$ cat src/rtl/spi_slave.sv
// SPI target endpoint: oversamples the bus in the clk domain and exchanges
// DATA_WIDTH-bit words with local logic through a one-deep tx buffer.
module spi_slave #(
    parameter int MODE          = 3,
    parameter int DATA_WIDTH    = 32,
    parameter int MSB_FIRST     = 0,
    parameter int SS_ACTIVE_LOW = 0,
    parameter int MIN_HALF      = 4
) (
    input  logic                  clk,
    input  logic                  rst_n,
    input  logic                  sclk,
    input  logic                  mosi,
    input  logic                  ss,
    output logic                  miso,
    output logic                  miso_oe,
    input  logic [DATA_WIDTH-1:0] tx_data,
    input  logic                  tx_load,
    output logic                  tx_ready,
    output logic [DATA_WIDTH-1:0] rx_data,
    output logic                  rx_valid,
    input  logic                  rx_ack,
    input  logic                  clr_flags,
    output logic                  busy,
    output logic                  irq,
    output logic                  rx_overrun,
    output logic                  tx_underrun,
    output logic                  frame_abort
);
    localparam bit   CPOL    = MODE[1];
    localparam bit   CPHA    = MODE[0];
    localparam logic SS_IDLE = (SS_ACTIVE_LOW != 0);
    localparam int   CW      = $clog2(DATA_WIDTH);

    if (DATA_WIDTH < 2 || MIN_HALF < 1) begin : g_param_chk
        $error("spi_slave: DATA_WIDTH must be >= 2 and MIN_HALF >= 1");
    end

    typedef enum logic {ST_IDLE, ST_ACTIVE} state_t;

    state_t                r_state, w_state_nx;
    logic                  r_sclk_s1, r_sclk_s2, r_sclk_d;
    logic                  r_ss_s1, r_ss_s2;
    logic                  r_mosi_s1, r_mosi_s2;
    logic [1:0]            r_sync_ok;
    logic                  r_armed;
    logic [CW-1:0]         r_bit_cnt;
    logic                  r_words_done;
    logic [DATA_WIDTH-1:0] r_rx_sh, r_tx_sh, r_tx_buf;
    logic                  r_miso, r_irq;

    logic                  w_sel, w_lead, w_trail, w_sample_edge, w_shift_edge;
    logic                  w_enter, w_exit, w_do_sample, w_do_shift, w_word_start, w_word_end;
    logic [DATA_WIDTH-1:0] w_rx_next, w_tx_word, w_tx_shifted;

    function automatic logic first_bit(input logic [DATA_WIDTH-1:0] v);
        return (MSB_FIRST != 0) ? v[DATA_WIDTH-1] : v[0];
    endfunction

    assign w_sel         = (r_ss_s2 != SS_IDLE);
    assign w_lead        = (r_sclk_d == CPOL) && (r_sclk_s2 != CPOL);
    assign w_trail       = (r_sclk_d != CPOL) && (r_sclk_s2 == CPOL);
    assign w_sample_edge = CPHA ? w_trail : w_lead;
    assign w_shift_edge  = CPHA ? w_lead  : w_trail;
    assign w_word_end    = w_do_sample && (r_bit_cnt == CW'(DATA_WIDTH - 1));
    assign w_rx_next     = (MSB_FIRST != 0) ? {r_rx_sh[DATA_WIDTH-2:0], r_mosi_s2}
                                            : {r_mosi_s2, r_rx_sh[DATA_WIDTH-1:1]};
    assign w_tx_word     = tx_ready ? '0 : r_tx_buf;
    assign w_tx_shifted  = (MSB_FIRST != 0) ? (r_tx_sh << 1) : (r_tx_sh >> 1);

    always_ff @(posedge clk or negedge rst_n) begin
        if (!rst_n) r_state <= ST_IDLE;
        else        r_state <= w_state_nx;
    end

    // A shift edge with bit_cnt==0 begins a new word; in CPHA=0 only after a
    // completed word, since the first word was already started at select.
    always_comb begin
        w_state_nx   = r_state;
        w_enter      = 1'b0;
        w_exit       = 1'b0;
        w_do_sample  = 1'b0;
        w_do_shift   = 1'b0;
        w_word_start = 1'b0;
        case (r_state)
            ST_IDLE: begin
                if (w_sel && r_armed) begin
                    w_state_nx   = ST_ACTIVE;
                    w_enter      = 1'b1;
                    w_word_start = !CPHA;
                end
            end
            ST_ACTIVE: begin
                if (!w_sel) begin
                    w_state_nx = ST_IDLE;
                    w_exit     = 1'b1;
                end else begin
                    w_do_sample = w_sample_edge;
                    if (w_shift_edge) begin
                        if (r_bit_cnt != '0)               w_do_shift   = 1'b1;
                        else if (CPHA || r_words_done)     w_word_start = 1'b1;
                    end
                end
            end
            default: w_state_nx = ST_IDLE;
        endcase
    end

    // Arming requires a synchronised inactive select after reset, so a reset
    // inside a frame does not resume mid-word.
    always_ff @(posedge clk or negedge rst_n) begin
        if (!rst_n) begin
            r_sclk_s1 <= CPOL;    r_sclk_s2 <= CPOL;    r_sclk_d <= CPOL;
            r_ss_s1   <= SS_IDLE; r_ss_s2   <= SS_IDLE;
            r_mosi_s1 <= 1'b0;    r_mosi_s2 <= 1'b0;
            r_sync_ok <= '0;
            r_armed   <= 1'b0;
        end else begin
            r_sclk_s1 <= sclk;    r_sclk_s2 <= r_sclk_s1; r_sclk_d <= r_sclk_s2;
            r_ss_s1   <= ss;      r_ss_s2   <= r_ss_s1;
            r_mosi_s1 <= mosi;    r_mosi_s2 <= r_mosi_s1;
            r_sync_ok <= {r_sync_ok[0], 1'b1};
            r_armed   <= r_armed | (r_sync_ok[1] & ~w_sel);
        end
    end

    always_ff @(posedge clk or negedge rst_n) begin
        if (!rst_n) begin
            r_bit_cnt    <= '0;
            r_words_done <= 1'b0;
            r_rx_sh      <= '0;
            rx_data      <= '0;
            rx_valid     <= 1'b0;
            r_tx_sh      <= '0;
            r_tx_buf     <= '0;
            tx_ready     <= 1'b1;
            r_miso       <= 1'b0;
            r_irq        <= 1'b0;
            rx_overrun   <= 1'b0;
            tx_underrun  <= 1'b0;
            frame_abort  <= 1'b0;
        end else begin
            if (w_enter || w_exit)  r_bit_cnt <= '0;
            else if (w_do_sample)   r_bit_cnt <= w_word_end ? '0 : r_bit_cnt + CW'(1);

            if (w_enter)            r_words_done <= 1'b0;
            else if (w_word_end)    r_words_done <= 1'b1;

            if (w_do_sample) r_rx_sh <= w_rx_next;
            if (w_word_end)  rx_data <= w_rx_next;

            if (w_word_end)  rx_valid <= 1'b1;
            else if (rx_ack) rx_valid <= 1'b0;

            if (w_word_start) begin
                r_tx_sh <= w_tx_word;
                r_miso  <= first_bit(w_tx_word);
            end else if (w_do_shift) begin
                r_tx_sh <= w_tx_shifted;
                r_miso  <= first_bit(w_tx_shifted);
            end else if (w_exit) begin
                r_miso  <= 1'b0;
            end

            if (tx_load && (tx_ready || w_word_start)) begin
                r_tx_buf <= tx_data;
                tx_ready <= 1'b0;
            end else if (w_word_start) begin
                tx_ready <= 1'b1;
            end

            r_irq       <= w_exit & r_words_done;
            rx_overrun  <= (rx_overrun  & ~clr_flags) | (w_word_end & rx_valid & ~rx_ack);
            tx_underrun <= (tx_underrun & ~clr_flags) | (w_word_start & tx_ready);
            frame_abort <= (frame_abort & ~clr_flags) | (w_exit & (r_bit_cnt != '0));
        end
    end

    assign busy    = (r_state == ST_ACTIVE);
    assign miso_oe = busy;
    assign miso    = r_miso;
    assign irq     = r_irq;
endmodule

$ cat config.mk
export PLATFORM = sky130hd
export DESIGN_NAME = spi_slave
export DESIGN_NICKNAME = d
export VERILOG_FILES = /design/src/rtl/spi_slave.sv
export SDC_FILE = /design/constraint.sdc
export NUM_CORES = 1
export LEC_CHECK = 0
export CORE_UTILIZATION = 60
export DETAILED_ROUTE_END_ITERATION = 7
export PLACE_DENSITY = 0.86
export SYNTH_ARGS = -nofsm -noshare
export SYNTH_HDL_FRONTEND = slang
export SYNTH_SLANG_ARGS = --single-unit
$ cat constraint.sdc
create_clock -name clk -period 4.4 [get_ports clk]
set_input_delay 0.88 -clock clk [delete_from_list [all_inputs] [get_ports clk]]
set_output_delay 0.88 -clock clk [all_outputs]
set_load 0.05 [all_outputs]
==> results.toml, run 1 <==
[critical_path]
r2r-start = "busy"
path_cells = "clkdlybuf4s50_1"
worstPathMaxFanout = 9
crit_family = "buffers and inverters"
cp_slowest_cell = "clkdlybuf4s50_1"
critPathMaxStageDelay_ps = 890
worstSetupPathType = "reg -> out"
end_kind = "output pin"
reg2reg_slack_ps = 2030
worst_setup_path_start_kind = "register"
reg2regPathDepth = 4
required_ps = 3520
worst_r2r_endpoint = "r_tx_buf[22]"
crit_arrival_ps = 1940
critical_path.startpoint = "busy"
cp_num_buf_inv = 1

[detailed_routing]
drt_wl_total_mm = 14.2
wl_per_cell_um = 16.4
avgViaCountPerCell = 5.77
drc = 0
drtIter0Drc = 368
vias = 5016
dr.pass1.iters = 6
postRouteAntennaNets = 0

[synth]
synth-seq-cells = 150
syn_nets = 699
ys_types = 36
synth_edf_count = 0
synth_area_per_cell_um2 = 9.90
postSynth.asyncResetShare_pct = 100
syn_area_um2 = 6490
netlist_instances = 656
ys_seq_area_share_pct = 57.9
yosysWarnings = 0
yosys_most_used_dff = "dfrtp_1"

[pwr]
p_comb_share_pct = 10.3
power_density_nw_per_um2 = 427
irDropWorstVdd_v = 0.000261
p_seq_share_pct = 46.2
p_leak_nw = 3.66
clkPwrFrac_pct = 43.5
p_int_w = 0.00250
p_sw_w = 0.000889
power.share.switching_pct = 26.2

[cells_and_area]
area_growth_pct = 22.2
fin_area_um2 = 7930
layout_commonest_cell = "nand2_1"
layout-drive-gt1-share_pct = 11.5
fin_util_pct = 76.2
num_antenna_cells = 0
nFillCells = 674
fin_nets = 763
final_cell_mix = "nand2_1, dfrtp_1, clkdlybuf4s50_1"

[clock_network]
cts_tree = "built"
post_cts_resized = 0
clkTransAtPathRegs_ps = 70
root_buffer = "clkbuf_8"
cts_sinks = 150
clockBufferDepth = 2
post_cts.repair.setup_buffers = 0
cts_made_buffers = 17
htreeDepth = 4
hold_buffers = 0
clk_latency_ps = 520

[grt]
grt.total_usage_pct = 27.4
grt_pass1_wl_mm = 24.2
antenna_found_initial = 0
first_global_vias = 5079
grt_overflow_total = 0
grt_max_degree = 98

[run]
max-cap-violations = 0

[floorplan]
die_area_um2 = 11200
die_h_um = 106
initial_core_util_pct = 62.3
rows = 37
die_w_um = 106
ioPinCount = 81
coreArea_um2 = 10400

[hold_path]
min_from = "r_sync_ok[0]"
hold_depth = 0
min_to = "r_sync_ok[1]"
hp-class = "reg -> reg"

[status]
status = "finished clean"

[timing]
fin_tns_setup_ps = 0
tightest_slew_ps = 1140
fin_crit_sh_pct = 64.1
fin_worst_skew_ps = 15.4
grt_setup_unrepaired = "no"
max_freq_ghz = 0.355
hold_viol = 0
slew_violations = 0
setup_violations = 0
min_period_ps = 2820
max_slew_margin_pct = 24.0

[placement]
placed_cell_area_um2 = 7330
gp_congestion = 0.748
portBuffers = 80
place_hpwl_mm = 8.24
worst register-to-register path, stage by stage (launching register included):
cell	delay, ps
dfrtp_1	530
and4b_2	1060
a21oi_2	130
buf_4	290
o211ai_1	270
cells in the mapped netlist, types with 2 or more instances:
| library cell | n | area, um^2 |
|---|---|---|
| dfrtp_1 | 146 | 3650 |
| nor2_1 | 36 | 135 |
| ha_1 | 3 | 37.5 |
| and4b_1 | 2 | 20.0 |
| nand2b_1 | 34 | 213 |
| buf_6 | 3 | 33.8 |
| nand2_1 | 193 | 724 |
| a31oi_1 | 32 | 200 |
| buf_4 | 3 | 22.5 |
| dfstp_2 | 4 | 105 |
| o211ai_1 | 33 | 248 |
| buf_2 | 10 | 50.1 |
| o2bb2ai_1 | 2 | 17.5 |
| o21ai_1 | 29 | 145 |
| o21ai_0 | 4 | 20.0 |
| inv_1 | 6 | 22.5 |
| clkbuf_1 | 29 | 109 |
| mux2_2 | 31 | 349 |
| nand3b_1 | 2 | 15.0 |
| nor2b_1 | 31 | 194 |
| a21oi_1 | 7 | 35.0 |
| nand4b_1 | 2 | 17.5 |
sequential cells by signal, summed over array words and instances, names as in the netlist, 2 cells and up:
signal     flops
r_tx_buf      32
rx_data       32
r_rx_sh       31
r_tx_sh       31
r_bit_cnt      5
r_sync_ok      2
per-layer routing:
| layer | routed length, um | GRT usage [%] | vias to the layer above |
|---|---|---|---|
| met2 | 7540 | 46.6 | 160 |
| met4 | 204 | 10.6 | 0 |
| li1 | - | - | 2312 |
| met5 | 0 | 0 | - |
| met3 | 548 | 4.54 | 19 |
| met1 | 5950 | 35.4 | 2525 |
final cells by class:
type                            instances  area (um^2)  area share (%)
Tap cell                              136          170            2.15
Clock inverter                         14          176            2.22
Multi-Input combinational cell        455         2500            31.5
Clock buffer                           18          428            5.39
Inverter                                6         22.5           0.284
Timing Repair Buffer                   90          877            11.1
Sequential cell                       150         3760            47.4
kinds of logic after synthesis:
| group | Yosys count | share of synthesized area (%) |
|---|---|---|
| flip-flops | 150 | 57.9 |
| adder cells (fa/ha/maj) | 3 | 0.578 |
| other | 1 | 0.0578 |
| AO/OA/AOI/OAI | 111 | 10.8 |
| buffers and inverters | 51 | 3.66 |
| multiplexers | 32 | 5.55 |
| AND/OR/NAND/NOR | 308 | 21.5 |
power by group through the flow:
stage                     registers (W)  logic [W]  clock network, W
after global routing            0.00158   0.000395           0.00155
after detailed placement        0.00158   0.000343                 0
after global placement          0.00158   0.000329                 0
after CTS                       0.00156   0.000351           0.00149
final                           0.00157   0.000349           0.00147
after floorplan                 0.00158   0.000228                 0
metrics by stage:
step           total power, W  hold slack, ps  cells  setup slack (ps)
5_1_grt               0.00352             365    869              1530
2_1_floorplan         0.00180             331    656              2530
6_report              0.00339             354    869              1580
4_1_cts               0.00340             358    869              1600
3_3_place_gp          0.00191             331    837              2180
3_5_place_dp          0.00193             337    837              2110
worst max path at each step:
stage	end	slack, ps	cells past startpoint
6_report	miso_oe	1580	1
5_1_grt	miso_oe	1530	1
4_1_cts	miso_oe	1600	1
3_5_place_dp	rx_data[31]	2110	5
3_3_place_gp	rx_data[28]	2180	5
2_1_floorplan	miso_oe	2530	1
(Power assumes the default switching activity.)
==> run 2, diff against run 1 <==
Settings changed: CORE_UTILIZATION 60 to 50, PLACE_DENSITY 0.86 to 0.77.
Clock period 4.4 ns to 2.4 ns, I/O delays scaled along.
==> results.toml, run 2 (same netlist as run 1, synthesis figures left out) <==
[timing]
min_period_ps = 2260
tightest_slew_ps = 860
fin_crit_sh_pct = 94.1
grt_setup_unrepaired = "no"
slew_violations = 0
setup_violations = 0
max_slew_margin_pct = 42.4
max_freq_ghz = 0.443
fin_tns_setup_ps = 0
fin_worst_skew_ps = 8.72
hold_viol = 0

[grt]
grt.total_usage_pct = 21.5
antenna_found_initial = 0
grt_overflow_total = 0
grt_pass1_wl_mm = 22.2
grt_max_degree = 66
first_global_vias = 4556

[cells_and_area]
layout_commonest_cell = "nand2_1"
fin_nets = 767
fin_area_um2 = 8070
largest_registers = "r_tx_buf (32), rx_data (32)"
nFillCells = 1003
area_growth_pct = 24.3
final_cell_mix = "nand2_1, dfrtp_1, clkdlybuf4s50_1"
num_antenna_cells = 0
layout-drive-gt1-share_pct = 11.7

[detailed_routing]
vias = 4803
drt_wl_total_mm = 13.2
drc = 0
avgViaCountPerCell = 5.28
postRouteAntennaNets = 0
dr.pass1.iters = 5
wl_per_cell_um = 14.5
drtIter0Drc = 356

[run]
max-cap-violations = 0

[clock_network]
cts_sinks = 150
htreeDepth = 4
cts_tree = "built"
post_cts_resized = 0
clk_latency_ps = 420
cts_made_buffers = 17
clkTransAtPathRegs_ps = 60
hold_buffers = 1
clockBufferDepth = 2
post_cts.repair.setup_buffers = 0
root_buffer = "clkbuf_16"

[critical_path]
crit_family = "buffers and inverters"
crit_arrival_ps = 1780
required_ps = 1920
worst_r2r_endpoint = "r_tx_buf[31]"
reg2reg_slack_ps = 290
end_kind = "output pin"
cp_num_buf_inv = 1
critPathMaxStageDelay_ps = 860
worstPathMaxFanout = 9
path_cells = "clkdlybuf4s50_1"
worst_setup_path_start_kind = "register"
worstSetupPathType = "reg -> out"
critical_path.startpoint = "busy"
reg2regPathDepth = 6
r2r-start = "r_bit_cnt[0]"
cp_slowest_cell = "clkdlybuf4s50_1"

[placement]
placed_cell_area_um2 = 7440
gp_congestion = 0.753
place_hpwl_mm = 8.12
portBuffers = 80

[floorplan]
coreArea_um2 = 12600
die_w_um = 116
initial_core_util_pct = 51.4
die_area_um2 = 13400
rows = 41
ioPinCount = 81
die_h_um = 116

[hold_path]
min_to = "r_sync_ok[1]"
hp-class = "reg -> reg"
min_from = "r_sync_ok[0]"
hold_depth = 0

[status]
status = "finished clean"

[pwr]
p_leak_nw = 3.70
irDropWorstVdd_v = 0.000560
power_density_nw_per_um2 = 777
-- run 2: cell types whose count changed in the layout (fill, tap and decap cells not counted), moves of 2 or more --
| cell | delta |
|---|---|
| clkbuf_8 | +3 |
| clkinvlp_4 | +2 |
| clkbuf_1 | +3 |
| inv_6 | -5 |
| buf_12 | +4 |
| clkdlybuf4s50_1 | -2 |
| inv_8 | -5 |
-- run 2: metrics by stage --
stage / instances / utilization (%) / total power [W] / hold WS [ps] / setup slack [ps]
3_3_place_gp: 876 / 58.9 / 0.00351 / 333 / 361
6_report: 909 / 64.0 / 0.00627 / 349 / 142
2_1_floorplan: 656 / - / 0.00331 / 184 / 530
3_5_place_dp: 876 / 58.9 / 0.00355 / 345 / 307
5_1_grt: 909 / 64.0 / 0.00655 / 354 / 58.6
4_1_cts: 909 / 64.0 / 0.00633 / 354 / 121
-- run 2: worst max path at each step --
stage | to | slack, ps | cells past startpoint
CTS | busy | 120 | 1
global route | miso_oe | 60 | 1
detailed placement | r_tx_sh[31] | 310 | 6
floorplan | r_bit_cnt[2] | 530 | 5
finish | busy | 140 | 1
global placement | r_tx_buf[31] | 360 | 6
-- run 2: where the power goes --
group / switching (W) / internal (W) / leakage, nW / total (W)
registers: 0.000125 / 0.00275 / 1.80 / 0.00287
clock network: 0.000987 / 0.00177 / 0.296 / 0.00276
logic: 0.000354 / 0.000286 / 1.61 / 0.000640
-- run 2: layout make-up --
type                            instances  area [um^2]  share of cell area, %
Clock buffer                           25          505                   6.26
Clock inverter                          7          118                   1.46
Inverter                                6         22.5                  0.279
Multi-Input combinational cell        455         2500                   31.0
Sequential cell                       150         3760                   46.6
Tap cell                              172          215                   2.67
Timing Repair Buffer                   94          952                   11.8
-- run 2: per-layer routing --
metal | track usage [%] | share of wire [%] | vias to the layer above
li1 | - | - | 2331
met1 | 29.5 | 45 | 2343
met2 | 33.4 | 49 | 112
met3 | 4.71 | 4.5 | 17
met4 | 8.63 | 1.6 | 0
met5 | 0 | 0 | -
